[src/rtl/synth_filter_pkg.sv]
// Shared types and saturating helpers for the modulated moving-average filter.
// The helpers work on longint so one definition serves every instance width.
package synth_filter_pkg;

  typedef enum logic [1:0] {
    BYPASS  = 2'd0,
    LPF     = 2'd1,
    HPF     = 2'd2,
    BYPASS2 = 2'd3
  } filt_mode_e;

  typedef enum logic [2:0] {
    IDLE   = 3'd0,
    CALC   = 3'd1,
    UPDATE = 3'd2,
    RECALC = 3'd3,
    OUT    = 3'd4
  } filt_state_e;

  // Clamp to the range of a w-bit two's-complement value.
  function automatic longint clamp_s(input longint x, input int unsigned w);
    longint hi;
    longint lo;
    hi = (longint'(1) <<< (w - 1)) - 1;
    lo = -(longint'(1) <<< (w - 1));
    if (x > hi) return hi;
    if (x < lo) return lo;
    return x;
  endfunction

  // Clamp to [0, 2^w - 1].
  function automatic longint clamp_u(input longint x, input int unsigned w);
    longint hi;
    hi = (longint'(1) <<< w) - 1;
    if (x > hi) return hi;
    if (x < 0) return 0;
    return x;
  endfunction

  function automatic longint sat_add(input longint a, input longint b, input int unsigned w);
    return clamp_s(a + b, w);
  endfunction

endpackage

[src/rtl/cutoff_modulator.sv]
// Builds the effective cutoff from base cutoff, envelope and LFO terms and
// maps its top bits onto a power-of-two moving-average window length.
module cutoff_modulator
  import synth_filter_pkg::*;
#(
  parameter int CTRL_W         = 16,
  parameter int MAX_LOG2_DEPTH = 6
) (
  input  logic [CTRL_W-1:0]                          cutoff_freq,
  input  logic [CTRL_W-1:0]                          eg_amount,
  input  logic [CTRL_W-1:0]                          envelope,
  input  logic [CTRL_W-1:0]                          modulation,
  output logic [$clog2(MAX_LOG2_DEPTH+1)-1:0]        new_log2
);

  localparam int KW = $clog2(MAX_LOG2_DEPTH + 1);

  logic [2*CTRL_W-1:0]      eg_prod;
  logic [CTRL_W-1:0]        eg_term;
  // One bit beyond the nominal sign+carry so the worst-case sum cannot wrap.
  logic signed [CTRL_W+2:0] raw_cut;
  logic [CTRL_W-1:0]        cut_eff;
  logic [KW-1:0]            k;

  // NOTE: every variable assigned in always_comb gets a value on every path,
  // otherwise synthesis infers a latch to hold the old value.
  always_comb begin
    eg_prod  = eg_amount * envelope;
    eg_term  = CTRL_W'(eg_prod >> CTRL_W);
    raw_cut  = $signed({3'b000, cutoff_freq}) + $signed({3'b000, eg_term})
             + $signed({{3{modulation[CTRL_W-1]}}, modulation});
    cut_eff  = CTRL_W'(clamp_u(longint'(raw_cut), CTRL_W));
    k        = KW'(cut_eff >> (CTRL_W - KW));
    new_log2 = '0;
    if (k < KW'(MAX_LOG2_DEPTH)) new_log2 = KW'(MAX_LOG2_DEPTH) - k;
  end

endmodule

[src/rtl/modulated_ma_filter.sv]
// Moving-average LPF/HPF with a modulated power-of-two window; a circular
// buffer plus running sum, rebuilt over the new window whenever it changes.
module modulated_ma_filter
  import synth_filter_pkg::*;
#(
  parameter int DATA_W         = 16,
  parameter int MAX_LOG2_DEPTH = 6,
  parameter int CTRL_W         = 16
) (
  input  logic                     clk,
  input  logic                     reset,
  input  logic                     in_valid,
  output logic                     in_ready,
  input  logic signed [DATA_W-1:0] pcm_in,
  input  logic [1:0]               mode,
  input  logic [CTRL_W-1:0]        cutoff_freq,
  input  logic [CTRL_W-1:0]        eg_amount,
  input  logic [CTRL_W-1:0]        envelope,
  input  logic [CTRL_W-1:0]        modulation,
  output logic                     out_valid,
  output logic signed [DATA_W-1:0] pcm_out
);

  localparam int DEPTH = 1 << MAX_LOG2_DEPTH;
  localparam int LOG_W = $clog2(MAX_LOG2_DEPTH + 1);
  localparam int PTR_W = MAX_LOG2_DEPTH;
  localparam int SUM_W = DATA_W + MAX_LOG2_DEPTH;

  filt_state_e              state;
  filt_mode_e               mode_q;
  logic signed [DATA_W-1:0] sample_buf [DEPTH];
  logic signed [DATA_W-1:0] sample_q;
  logic signed [DATA_W-1:0] oldest_q;
  logic signed [SUM_W-1:0]  sum;
  logic [PTR_W-1:0]         wr_ptr;
  logic [PTR_W:0]           idx;
  logic [LOG_W-1:0]         cur_log2;
  logic [LOG_W-1:0]         new_log2_q;
  logic [LOG_W-1:0]         new_log2;

  logic [PTR_W:0]           win_len;
  logic [PTR_W-1:0]         oldest_idx;
  logic [PTR_W-1:0]         recalc_idx;
  logic signed [SUM_W-1:0]  sample_ext;
  logic signed [SUM_W-1:0]  oldest_ext;
  logic signed [SUM_W-1:0]  recalc_ext;
  logic signed [DATA_W-1:0] lpf;
  logic signed [DATA_W-1:0] pcm_next;

  cutoff_modulator #(
    .CTRL_W         (CTRL_W),
    .MAX_LOG2_DEPTH (MAX_LOG2_DEPTH)
  ) u_cutoff_modulator (
    .cutoff_freq (cutoff_freq),
    .eg_amount   (eg_amount),
    .envelope    (envelope),
    .modulation  (modulation),
    .new_log2    (new_log2)
  );

  assign in_ready = (state == IDLE);

  // Pointer subtraction truncates to PTR_W bits, which is the modulo-DEPTH wrap;
  // a full-depth window therefore points at the slot about to be overwritten.
  assign win_len    = (PTR_W + 1)'(1) << new_log2_q;
  assign oldest_idx = wr_ptr - PTR_W'(win_len);
  assign recalc_idx = wr_ptr - PTR_W'(idx);

  assign sample_ext = {{MAX_LOG2_DEPTH{sample_q[DATA_W-1]}}, sample_q};
  assign oldest_ext = {{MAX_LOG2_DEPTH{oldest_q[DATA_W-1]}}, oldest_q};
  assign recalc_ext = {{MAX_LOG2_DEPTH{sample_buf[recalc_idx][DATA_W-1]}}, sample_buf[recalc_idx]};

  assign lpf = DATA_W'(sum >>> cur_log2);

  always_comb begin
    pcm_next = sample_q;
    unique case (mode_q)
      LPF:     pcm_next = lpf;
      HPF:     pcm_next = DATA_W'(sat_add(longint'(sample_q), -longint'(lpf), DATA_W));
      default: pcm_next = sample_q;
    endcase
  end

  // NOTE: sequential state uses non-blocking assignments so every register
  // samples pre-edge values, independent of statement order.
  always_ff @(posedge clk) begin
    if (reset) begin
      state      <= IDLE;
      mode_q     <= BYPASS;
      sample_q   <= '0;
      oldest_q   <= '0;
      sum        <= '0;
      wr_ptr     <= '0;
      idx        <= '0;
      cur_log2   <= LOG_W'(MAX_LOG2_DEPTH);
      new_log2_q <= LOG_W'(MAX_LOG2_DEPTH);
      pcm_out    <= '0;
      out_valid  <= 1'b0;
      // NOTE: the buffer is cleared on reset because the running sum assumes
      // all history is zero; this keeps it in flops rather than a RAM macro.
      for (int i = 0; i < DEPTH; i++) sample_buf[i] <= '0;
    end else begin
      out_valid <= 1'b0;
      unique case (state)
        IDLE: begin
          if (in_valid) begin
            sample_q   <= pcm_in;
            mode_q     <= filt_mode_e'(mode);
            new_log2_q <= new_log2;
            state      <= CALC;
          end
        end
        CALC: begin
          if (new_log2_q == cur_log2) begin
            oldest_q <= sample_buf[oldest_idx];
            state    <= UPDATE;
          end else begin
            sample_buf[wr_ptr] <= sample_q;
            sum                <= '0;
            idx                <= '0;
            state              <= RECALC;
          end
        end
        UPDATE: begin
          sum                <= sum + sample_ext - oldest_ext;
          sample_buf[wr_ptr] <= sample_q;
          wr_ptr             <= wr_ptr + PTR_W'(1);
          state              <= OUT;
        end
        RECALC: begin
          if (idx == win_len) begin
            cur_log2 <= new_log2_q;
            wr_ptr   <= wr_ptr + PTR_W'(1);
            state    <= OUT;
          end else begin
            sum <= sum + recalc_ext;
            idx <= idx + (PTR_W + 1)'(1);
          end
        end
        OUT: begin
          pcm_out   <= pcm_next;
          out_valid <= 1'b1;
          state     <= IDLE;
        end
        default: state <= IDLE;
      endcase
    end
  end

endmodule

[config.mk]
export PLATFORM = sky130hd
export DESIGN_NAME = modulated_ma_filter
export DESIGN_NICKNAME = d
export VERILOG_FILES = /design/src/rtl/synth_filter_pkg.sv /design/src/rtl/cutoff_modulator.sv /design/src/rtl/modulated_ma_filter.sv
export SDC_FILE = /design/constraint.sdc
export NUM_CORES = 2
export LEC_CHECK = 0
export CAP_MARGIN = 20
export CORE_ASPECT_RATIO = 1.4
export CORE_MARGIN = 2
export CORE_UTILIZATION = 35
export CTS_CLUSTER_SIZE = 30
export DETAILED_ROUTE_END_ITERATION = 8
export SYNTH_ARGS = -nofsm -noshare
export SYNTH_HDL_FRONTEND = slang
export SYNTH_SLANG_ARGS = --single-unit
[constraint.sdc]
create_clock -name clk -period 19.2 [get_ports clk]
set_clock_uncertainty 0.05 [all_clocks]
set_input_delay 5.76 -clock clk [delete_from_list [all_inputs] [get_ports clk]]
set_output_delay 5.76 -clock clk [all_outputs]
set_load 0.05 [all_outputs]
==> out/metrics.yaml <==
outcome:
  outcome: "finished clean"
clock_tree:
  cts_tree: "built"
  clk-insertion-delay-late_ns: 0.74
  postCtsSetupBuffers: 0
  root_buffer: "clkbuf_16"
  cts_resized: 0
  cts-buffers-inserted: 103
  cts_hold_buf: 0
  htree_num_levels: 3
  clockBufferDepth: 3
  clk_pin_slew_worst_paths_ns: 0.07
  cts.sinks: 1119
finish:
  num-fill-cells: 19400
  final_layout_size_suffix_gt1_share_pct: 19.9
  area_delta_synth_final_pct: 10.2
  nets: 6039
sta:
  setup_viol: 0
  fin_crit_ns: 17.08
  slew_headroom_pct: 14.1
  setup_slack_ns: 2.12
  rsz0062_at_grt: "no"
  drv_slew: 0
  worst_pin_slew_ns: 1.28
  final.period_utilization_pct: 89.0
  hold_viol: 0
  finalSetupTns_ns: 0
  max_freq_mhz: 58.5
floorplan:
  core-area_sq_um: 206000
  die_h_um: 542
  fp.dieW_um: 388
  io_pins: 103
  die_area_sq_um: 210000
  start_util_pct: 35.2
  rows: 197
grt:
  gr-total-overflow: 0
  grt_pass1_vias: 52800
  grt_first_pass_wirelength_mm: 356
  grt_max_degree: 133
  track_usage_pct: 22.9
  antenna_found_initial: 8
detailed_routing:
  drt_iter0_drc: 5375
  viasPerCell: 6.17
  ant_nets: 0
  vias: 51100
  routed_wl_mm: 243
  routedWlPerCell_um: 29.3
  dr.pass1.iters: 8
  drc: 0
synth:
  synth_edf_count: 1024
  post-synth-top-count-cell: "edfxtp_1"
  syn_avg_cell_area_sq_um: 12.6
  ys_seq_elements: 1119
  yosysWarnings: 0
  ys_seq_area_share_pct: 45.1
  yosys-top-cells-area: "edfxtp_1 42%, mux4_2 20%, nor3_1 6.9%"
  yosysTopAreaCell: "edfxtp_1"
  synth_ff_type: "edfxtp_1"
  netlist_instances: 5731
  synth_nets: 6269
  yosys.cell_types.count: 83
  yosys-top-cells-count: "1024 x edfxtp_1, 999 x nor3_1, 647 x mux4_2, 525 x clkbuf_1, 350 x inv_1"
  async_flop_share_pct: 0
  syn_area_sq_um: 72400
  synth_top_area_share_pct: 42.5
power:
  ir_drop_mv: 0.373
  seqPwrFrac_pct: 24.3
  intPower_uw: 6630
  p_leak_uw: 0.0271
  clockPowerShare_pct: 18.7
  p_switching_uw: 4960
  p_comb_share_pct: 57.0
  switching_share_pct: 42.8
  power_density_nw_per_um2: 145
critical_path:
  cp.required_ns: 19.80
  cpPeakStageDelay_ns: 0.97
  arrival_ns: 17.68
  start_kind: "input pin"
  slowest_stage: "clkdlybuf4s50_1"
  crit_type: "in -> reg"
  cp-end-kind: "register"
  worstPathMaxFanout: 16
job:
  maxCapViolCount: 0
placed_design:
  dpl.hpwl_mm: 153
  io_buffers: 102
  place_ws_ns: 1.37
  gp_congestion: 0.920
worst_hold_path:
  hold_class: "reg -> reg"
[final cells by class]
type,instances,area [sq um],area share [%]
inverter,353,1330,1.66
antenna,5,12.5,0.0157
clock inverter,64,704,0.883
tap,2686,3360,4.21
clock buffer,129,2720,3.41
multi-input combinational,3659,36600,45.9
sequential,1119,32700,40.9
timing repair buffer,265,2350,2.95
[routing by layer]
layer | routed length [um] | share of wire (%) | vias to the layer above | track usage (%)
met4 | 16300 | 6.7 | 2 | 13.7
met3 | 19000 | 7.8 | 633 | 3.48
met1 | 83600 | 34 | 26500 | 26.4
met2 | 124000 | 51 | 2693 | 40.1
met5 | 7 | 0.0029 | - | 0
li1 | - | - | 21300 | -
[per-stage QoR]
stage / power, uW / std cells / cell area (sq um) / utilization [%] / hold slack [ns]
finish: 11600 / 8280 / 79700 / 38.8 / 0.417
global route: 12400 / 8280 / 79700 / 38.8 / 0.428
CTS: 11600 / 8274 / 79700 / 38.8 / 0.415
detailed placement: 9430 / 8081 / 76300 / 37.1 / 0.407
global placement: 9370 / 8081 / 76300 / 37.1 / 0.401
floorplan: 7500 / 5731 / 72400 / - / 0.391
[critical path: cells and delay by family]
kind	cells	cell delay (ns)
XOR/XNOR	1	0.18
buffers and inverters	7	1.30
adder cells (fa/ha/maj)	10	3.44
AND/OR/NAND/NOR	7	1.90
AO/OA/AOI/OAI	19	5.08
[flip-flops by register name, indices dropped and copies added (netlist names)]
signal      cells
cur_log2        3
idx             7
mode_q          2
new_log2_q      3
oldest_q       16
out_valid       1
pcm_out        16
sample_buf   1024
sample_q       16
state           3
sum            22
wr_ptr          6
[power groups by stage]
stage / Sequential (uW) / Combinational (uW) / Clock (uW)
floorplan: 2840 / 4660 / 0
global placement: 2860 / 6510 / 0
detailed placement: 2870 / 6560 / 0
CTS: 2810 / 6600 / 2170
global route: 2820 / 7290 / 2250
finish: 2810 / 6610 / 2160
[cell families after synthesis]
family                     Yosys count  share of synthesized area, %
AOI/OAI and AO/OA                  553                          4.76
and+or+nand+nor                   1859                          12.7
DFF                               1119                          45.1
xor gates and xnor gates            98                          1.23
muxes                              696                          20.8
buffers and inverters              953                          5.04
adders and majority gates          453                          10.3
[final timing paths]
path | from | end | slack, ns | cells after the start
min reg2reg | oldest_q[0] | oldest_q[0] | 0.42 | 2
min | oldest_q[0] | oldest_q[0] | 0.42 | 2
max | envelope[3] | new_log2_q[0] | 2.12 | 44
max reg2reg | wr_ptr[0] | sum[17] | 10.80 | 21
[layout by cell type, fill, tap and decap left out, drive strengths merged, types with 75 or more instances in the layout]
cell | Yosys | layout
fa | 238 | 238
nand2 | 340 | 340
inv | 352 | 356
nor3 | 1001 | 1001
mux4 | 647 | 647
ha | 215 | 215
nand3 | 75 | 75
clkdlybuf4s50 | 0 | 101
buf | 74 | 163
clkbuf | 526 | 130
a21oi | 202 | 202
nor2 | 120 | 120
edfxtp | 1024 | 1024
dfxtp | 95 | 95
and2 | 144 | 144
o21ai | 145 | 145
Note: power is estimated with default switching activity, not from simulation.
